### config.mk
export PLATFORM = sky130hd
export DESIGN_NAME = branch_predict_unit
export DESIGN_NICKNAME = d
export VERILOG_FILES = /design/src/rtl/branch_pkg.sv /design/src/rtl/branch_target_table.sv /design/src/rtl/branch_predict_unit.sv
export SDC_FILE = /design/constraint.sdc
export NUM_CORES = 2
export LEC_CHECK = 0
export ABC_AREA = 1
export ABC_CLOCK_PERIOD_IN_PS = 4750
export CORE_ASPECT_RATIO = 0.75
export CORE_MARGIN = 2
export CORE_UTILIZATION = 25
export DETAILED_ROUTE_END_ITERATION = 8
export PLACE_DENSITY_LB_ADDON = 0.25
export SLEW_MARGIN = 20
export SYNTH_ARGS = -nofsm -noshare
export SYNTH_HDL_FRONTEND = slang
export SYNTH_SLANG_ARGS = --single-unit
### constraint.sdc
create_clock -name clk -period 4.75 [get_ports clk]
set_input_delay 0.7125 -clock clk [delete_from_list [all_inputs] [get_ports clk]]
set_output_delay 0.7125 -clock clk [all_outputs]
set_load 0.02 [all_outputs]
### src/rtl/branch_pkg.sv
// Shared types for the branch predictor: 2-bit counter encoding, BTB entry
// layout and the update command carried from the resolve stage to the table.
package branch_pkg;

  typedef enum logic [1:0] {
    STRONG_NT = 2'd0,
    WEAK_NT   = 2'd1,
    WEAK_T    = 2'd2,
    STRONG_T  = 2'd3
  } ctr_e;

  localparam ctr_e CTR_RST = WEAK_NT;

  // Tag is held zero-extended to 32 bits so the struct is independent of PC_W.
  typedef struct packed {
    logic        valid;
    ctr_e        ctr;
    logic [31:0] tag;
    logic [31:0] target;
  } btb_entry_t;

  localparam btb_entry_t BTB_RST = '{valid: 1'b0, ctr: CTR_RST, tag: 32'd0, target: 32'd0};

  typedef struct packed {
    logic        en;
    logic        inval;
    logic        taken;
    logic [31:0] tag;
    logic [31:0] target;
  } btb_upd_t;

  function automatic ctr_e ctr_step(ctr_e c, logic taken);
    ctr_e n;
    n = c;
    if (taken && c != STRONG_T)       n = ctr_e'(c + 2'd1);
    else if (!taken && c != STRONG_NT) n = ctr_e'(c - 2'd1);
    return n;
  endfunction

endpackage

### src/rtl/branch_target_table.sv
// Predictor/BTB storage: one async read port for fetch and one sync
// read-modify-write update port; synchronous active-low clear.
module branch_target_table
  import branch_pkg::*;
#(
  parameter int DEPTH = 16,
  localparam int IDX_W = $clog2(DEPTH)
) (
  input  logic             clk_i,
  input  logic             rst_ni,
  input  logic [IDX_W-1:0] rd_idx_i,
  output btb_entry_t       rd_entry_o,
  input  logic [IDX_W-1:0] upd_idx_i,
  input  btb_upd_t         upd_i
);

  btb_entry_t mem_q [DEPTH];
  btb_entry_t cur;
  btb_entry_t upd_d;
  logic       hit;

  assign rd_entry_o = mem_q[rd_idx_i];

  // A miss reloads the counter to the weak state of the outcome instead of stepping.
  always_comb begin
    cur   = mem_q[upd_idx_i];
    hit   = cur.valid && (cur.tag == upd_i.tag);
    upd_d = cur;
    if (upd_i.inval) begin
      upd_d.valid = 1'b0;
    end else begin
      upd_d.ctr = hit ? ctr_step(cur.ctr, upd_i.taken) : (upd_i.taken ? WEAK_T : WEAK_NT);
      if (upd_i.taken) begin
        upd_d.valid  = 1'b1;
        upd_d.tag    = upd_i.tag;
        upd_d.target = upd_i.target;
      end
    end
  end

  always_ff @(posedge clk_i) begin
    if (!rst_ni) begin
      for (int i = 0; i < DEPTH; i++) mem_q[i] <= BTB_RST;
    end else if (upd_i.en) begin
      mem_q[upd_idx_i] <= upd_d;
    end
  end

endmodule

### src/rtl/branch_predict_unit.sv
// Branch predictor: combinational BTB lookup at fetch, resolve/mispredict logic
// at execute. Define BRANCH_PERF_CNT_EN to add the perf_* counter outputs.
module branch_predict_unit
  import branch_pkg::*;
#(
  parameter int PC_W      = 9,
  parameter int BHT_DEPTH = 16
) (
  input  logic            clk,
  input  logic            reset,
  input  logic [PC_W-1:0] if_pc,
  output logic            pred_taken,
  output logic [31:0]     pred_target,
  input  logic            ex_valid,
  input  logic [PC_W-1:0] ex_pc,
  input  logic [31:0]     ex_imm,
  input  logic            ex_branch,
  input  logic            ex_jalr,
  input  logic [31:0]     ex_alu_result,
  input  logic            ex_pred_taken,
  input  logic [31:0]     ex_pred_target,
  output logic [31:0]     pc_four,
  output logic [31:0]     br_pc,
  output logic            mispredict,
  output logic [31:0]     redirect_pc
`ifdef BRANCH_PERF_CNT_EN
  ,
  output logic [31:0]     perf_branches,
  output logic [31:0]     perf_mispredicts
`endif
);

  localparam int IDX_W = $clog2(BHT_DEPTH);

  btb_entry_t       rd;
  btb_upd_t         upd;
  logic [IDX_W-1:0] f_idx, ex_idx;
  logic [31:0]      f_tag, ex_tag, ex_pc32;
  logic             taken;
  logic             unused_pc_lsb;

  assign unused_pc_lsb = ^{if_pc[1:0], ex_pc[1:0]};

  assign f_idx  = if_pc[IDX_W+1:2];
  assign f_tag  = 32'(if_pc[PC_W-1:IDX_W+2]);
  assign ex_idx = ex_pc[IDX_W+1:2];
  assign ex_tag = 32'(ex_pc[PC_W-1:IDX_W+2]);

  assign pred_taken  = rd.valid && (rd.tag == f_tag) && (rd.ctr == WEAK_T || rd.ctr == STRONG_T);
  assign pred_target = pred_taken ? rd.target : 32'd0;

  assign ex_pc32     = 32'(ex_pc);
  assign pc_four     = ex_pc32 + 32'd4;
  assign br_pc       = ex_pc32 + (ex_jalr ? ex_alu_result : ex_imm);
  assign taken       = ex_branch && (ex_alu_result[0] || ex_jalr);
  assign mispredict  = ex_valid && ((taken != ex_pred_taken) || (taken && br_pc != ex_pred_target));
  assign redirect_pc = taken ? br_pc : pc_four;

  // A predicted-taken non-branch is an alias: drop the entry instead of training it.
  assign upd = '{en:     ex_valid && (ex_branch || ex_pred_taken),
                 inval:  !ex_branch,
                 taken:  taken,
                 tag:    ex_tag,
                 target: br_pc};

  branch_target_table #(.DEPTH(BHT_DEPTH)) u_btb (
    .clk_i      (clk),
    .rst_ni     (reset),
    .rd_idx_i   (f_idx),
    .rd_entry_o (rd),
    .upd_idx_i  (ex_idx),
    .upd_i      (upd)
  );

`ifdef BRANCH_PERF_CNT_EN
  logic [31:0] br_cnt_q, br_cnt_d, mis_cnt_q, mis_cnt_d;

  assign br_cnt_d  = br_cnt_q + 32'((ex_valid && ex_branch) ? 1 : 0);
  assign mis_cnt_d = mis_cnt_q + 32'(mispredict ? 1 : 0);

  always_ff @(posedge clk) begin
    if (!reset) begin
      br_cnt_q  <= 32'd0;
      mis_cnt_q <= 32'd0;
    end else begin
      br_cnt_q  <= br_cnt_d;
      mis_cnt_q <= mis_cnt_d;
    end
  end

  assign perf_branches    = br_cnt_q;
  assign perf_mispredicts = mis_cnt_q;
`endif

endmodule

# After elaboration in Yosys (flattened, before gate mapping)
# Memory sizes are Yosys's and may differ from the RTL's.
# Index checks and enable logic that the tools add are counted.
# W data, S select, Z words.
dict set report totals {
  inputBits 120
  ram_bits 1072
  ff_bits 0
  mem_count 1
  elab_cells 46
  out_inout_bits 130
}
# memory words word_bits read_ports rd_ports_with_merged_regs wr line
set memory_table {}
lappend memory_table {u_btb.mem_q 16 67 2 0 16 branch_target_table.sv:17} ;# btb_entry_t mem_q [DEPTH];
dict set report op_classes {
  reduce_logical 16
  add_sub_neg 4
  n_eq_ne 7
  muxes 18
}
# op n
set op_table {}
lappend op_table {{$mux W32} 3}
lappend op_table {{$mux W67} 1}
lappend op_table {{$reduce_or A67 Y1} 1}
lappend op_table {{$mux W66} 1}
lappend op_table {{$eq A32 B3 Y1} 2}
lappend op_table {{$mux W64} 1}
lappend op_table {{$add A9 B32 Y32} 1}
lappend op_table {{$ne A32 B32 Y1} 1}
lappend op_table {{$add A9 B3 Y10 const B} 1}
lappend op_table {{$logic_and A1 B1 Y1} 9}
lappend op_table {{$mux W2} 4}
lappend op_table {{$mux W1} 7}
lappend op_table {{$eq A2 B2 Y1 const B} 2}
lappend op_table {{$logic_or A1 B1 Y1} 4}
lappend op_table {{$mux W4} 1}
lappend op_table {{$add A2 B1 Y2 const B} 1}
lappend op_table {{$ne A2 B2 Y1 const B} 1}
lappend op_table {{$reduce_bool A2 Y1} 1}
lappend op_table {{$sub A2 B1 Y2 const B} 1}
lappend op_table {{$logic_not A1 Y1} 1}
lappend op_table {{$ne A1 B1 Y1} 1}

# Depth between registers and ports, before layout
dict set report depth {
  ltp_word 9
  ltp_mapped 24
  depth_no_buf 22
}

# By module
# From an unflattened synthesis, not the netlist that was laid out.
dict set report unflattened {
  hier_cells 7269
  hier_area_um2 60908.4
}
# mod instances seq_area_each_um2 cells_each area_each_um2
set by_module_without_submodules {}
lappend by_module_without_submodules {branch_target_table 1 32190.9 6501 57129.8}
lappend by_module_without_submodules {branch_predict_unit 1 0.0 768 3778.6}

# Least setup slack after synthesis
# OpenSTA, ideal clock, no wires.
dict set report synth_timing {
  path_type {in2reg}
  from {input port ex_pc[2]}
  to {memory u_btb.mem_q[4][0] (netlist bit), enable pin}
  setup_ps 707
  path_slack_ps 275
  cell_stages 13
  t_arrival_ps 3767
  required_time_ps 4043
  n_path_buf 7
  cell_sequence {inv_2 -> buf_6 -> buf_2 -> buf_2 -> buf_2 -> buf_2 -> ha_1 -> nand2_1 -> nor2_1 -> inv_1 -> clkbuf_1 -> clkbuf_1 -> nand2_1}
}
# item line
set synth_rtl {}
lappend synth_rtl {{start: declaration} branch_predict_unit.sv:15} ;# input logic [PC_W-1:0] ex_pc,
lappend synth_rtl {{end: declaration} branch_target_table.sv:17}

==> metrics.md <==
| Metric | Value |
|---|---|
| Status | `finished clean` |
| Max Buffers Root-to-Sink | `3` |
| HP Start | `reset` |
| Slew @ Worst Pin | `1.03 ns` |
| Pwr Total | `0.0238 W` |
| Residual DRC | `0` |
| Largest registers | `u_btb.mem_q x1072` |
| Area contributors post-synth | `edfxtp_1 (55%), nor2_1 (10%), nand2_1 (9.1%), o21ai_0 (5.5%), nand3_1 (3.9%)` |
| Drt pass-1 iters | `6` |
| CTS H-tree lvls | `3` |
| Final Instance Area | `between 70000 and 80000 µm²` |
| R2R Path End | `u_btb.mem_q[12][65]` |
| Most flop-heavy register | `u_btb.mem_q` |
| Fmax | `~210 MHz` |
| Largest net degree at the start of global routing | `171` |
| Synth Cell Area | `58700 µm²` |
| Fraction of registers with async set/reset | `0%` |
| Total of max-cap violations | `0` |
| Worst-Skew Late Latency | `0.79 ns` |
| Total Nets Final | `about 7500` |
| Max Slew Vio Count | `0` |
| Yosys top cell area share | `~55%` |
| Slack of the worst reg-to-reg path | `1.69 ns` |
| Layout area overhead | `20.5%` |
| Layout cells sized above 1 | `9.94%` |
| Initial antenna violation count | `8` |
| Synth Warn # | `0` |
| Root Buffer | `clkbuf_16` |
| Post-detailed-route count of antenna-violating nets | `0` |
| Die height | `around 420 µm` |
| LEAKAGE | `27.2 nW` |
| CP Data Arrival Time | `4.02 ns` |
| I/O Buffers | `225` |
| Fin util | `30.2%` |
| Drt via density | `5.05` |
| Most frequent cells in the layout | `nor2_1 (1600), nand2_1 (1395), edfxtp_1 (1072), o21ai_0 (642), inv_1 (486)` |
| Reg-to-Reg Start | `u_btb.mem_q[14][46]` |
| CP required | `4.04 ns` |
| Worst slack, placed | `-0.447 ns` |
| Number of global-route vias before repair | `49740` |
| Synth area leader | `edfxtp_1` |
| Initial DRC count | `6853` |
| Peak supply drop | `0.338 mV` |
| R2r worst-path depth | `16` |
| Pwr dens | `approximately 340 nW/µm²` |
| EDFF count, synth | `1072` |
| Crit path kind | `flip-flop to output pin` |
| Number of clock sinks | `1072` |
| RePlAce Congestion | `0.919` |
| Worst min path class | `input pin to flip-flop` |
| Rows | `154` |
| Area after DPL | `67000 µm²` |
| Post-CTS Hold Buffers | `0` |
| GRT Util Overall | `20.7%` |
| Crit start category | `flip-flop` |
| Die X | `564 µm` |
| Routed via count | `roughly 53000` |
| WL final | `255000 µm` |
| CTS tree | `built` |
| Met2 Wirelength | `between 100000 and 150000 µm` |
| Post-Syn Instances | `~7100` |
| Top Layer Used | `met5` |
| Yosys reg bits | `between 1000 and 1500` |
| CTS buffer count | `between 100 and 150` |
| DP Wirelength | `159000 µm` |
| Largest register FFs | `1072` |
| Die area | `239000 µm²` |
| Tmin final | `about 4.7 ns` |
| # setup viols final | `0` |
| Worst-path clk slew | `0.07 ns` |
| Ys flop type | `edfxtp_1` |
| Met1 WL | `114000 µm` |
| Fin worst setup slack | `0.0198 ns` |
| Sequential fraction of the synthesis area | `54.8%` |
| TNS Setup | `0 ns` |
| Io pins | `250` |
| Core area | `234000 µm²` |
| Hold EP | `u_btb.mem_q[3][64]` |
| First-pass GRT wire length | `roughly 360000 µm` |
| Hold Path Depth | `7` |
| Clock Skew | `0.0533 ns` |
| Final Hold Vio Count | `0` |
| Synth cell types | `54` |
| Synth Area per Inst | `about 8.3 µm²` |
| Max-Slew Margin vs Limit | `a little under a third` |
| Period utilization | `99.6%` |
| Commonest non-fill, non-tap cell in the layout | `nor2_1` |
| Remaining global-route overflow | `0` |
| Metal3 WL | `24500 µm` |
| Wire length per cell | `24.2 µm` |
| CP max FO | `29` |
| Initial Utilization | `25.1%` |
| Crit. End Element | `output pin` |
==> cell type report <==
class	instances	area (µm²)
clock buffer	141	3020
sequential	1072	32200
inverter	511	1980
timing repair buffer	674	6730
clock inverter	62	588
tap	3120	3900
multi-input combinational	4958	22400
fill	24527	163000
antenna	2	5.00
==> metrics by stage <==
step / instances / hold WS, ns
after floorplan: 7103 / 0.820
after global placement: 10333 / 0.894
after detailed placement: 10333 / 0.875
after CTS: 10536 / 0.695
after global routing: 10539 / 0.764
final: 10540 / 0.758
==> per-layer routing <==
layer	GRT usage, %	vias up
li1	-	24093
met2	30.5	2699
met5	0	-
met1	30.2	26065
met3	4.20	373
met4	6.35	6
==> kinds of logic after synthesis <==
| logic type | after synthesis | synth area share, % |
|---|---|---|
| XOR/XNOR | 21 | 0.458 |
| AND/OR/NAND/NOR | 3659 | 25.1 |
| AO/OA/AOI/OAI | 1240 | 11.6 |
| adder cells (fa/ha/maj) | 16 | 0.354 |
| buffers and inverters | 1073 | 7.68 |
| flip-flops | 1072 | 54.8 |
| other | 1 | 0.00639 |
==> power breakdown <==
part / leakage, nW / switching (W) / internal [W]
clock network: 1.74 / 0.00403 / 0.00492
logic: 14.4 / 0.00272 / 0.00123
registers: 11.0 / 0.000164 / 0.0108
total: 27.2 / 0.00691 / 0.0169
==> synth_stat cells (10+ instances only) <==
cell	number
a21oi_2	27
buf_1	47
nor2_1	1605
buf_2	132
ha_1	15
nand3b_1	15
nor4_1	49
o21a_1	10
inv_1	506
edfxtp_1	1072
nor3_1	37
o211ai_1	72
xor2_1	10
buf_4	68
nand2_1	1419
o21ai_0	642
a21oi_1	328
clkbuf_1	307
o21ai_1	102
nand3_1	454
nand4_1	65
==> worst max path at each step <==
stage | start | end | cells after the start
final | u_btb.mem_q[1][35] | pred_target[16] | 11
after global routing | ex_alu_result[6] | redirect_pc[21] | 16
after CTS | ex_alu_result[0] | mispredict | 22
after detailed placement | ex_alu_result[0] | mispredict | 22
after global placement | ex_alu_result[0] | mispredict | 22
after floorplan | ex_pc[2] | u_btb.mem_q[4][0] | 13
==> critical path, cell delays in order, from the launching register on <==
cell,delay (ns)
edfxtp_1,0.40
nor4_1,0.74
nand4_1,0.17
nand2_1,0.21
nand3_1,0.16
o21ai_0,0.13
nand2_1,0.08
nand3_1,0.09
nand3_2,0.12
buf_12,0.17
nor2_1,0.23
clkdlybuf4s50_1,0.66
==> timing repair <==
action | 4_1_cts | 5_1_grt
cloned | 0 | 1
gates resized for setup | 8 | 26
endpoints found under the setup margin | 16 | 27
buffers inserted | 0 | 0
pin swaps | 0 | 2
No activity file was read; power rests on OpenSTA's default activity.
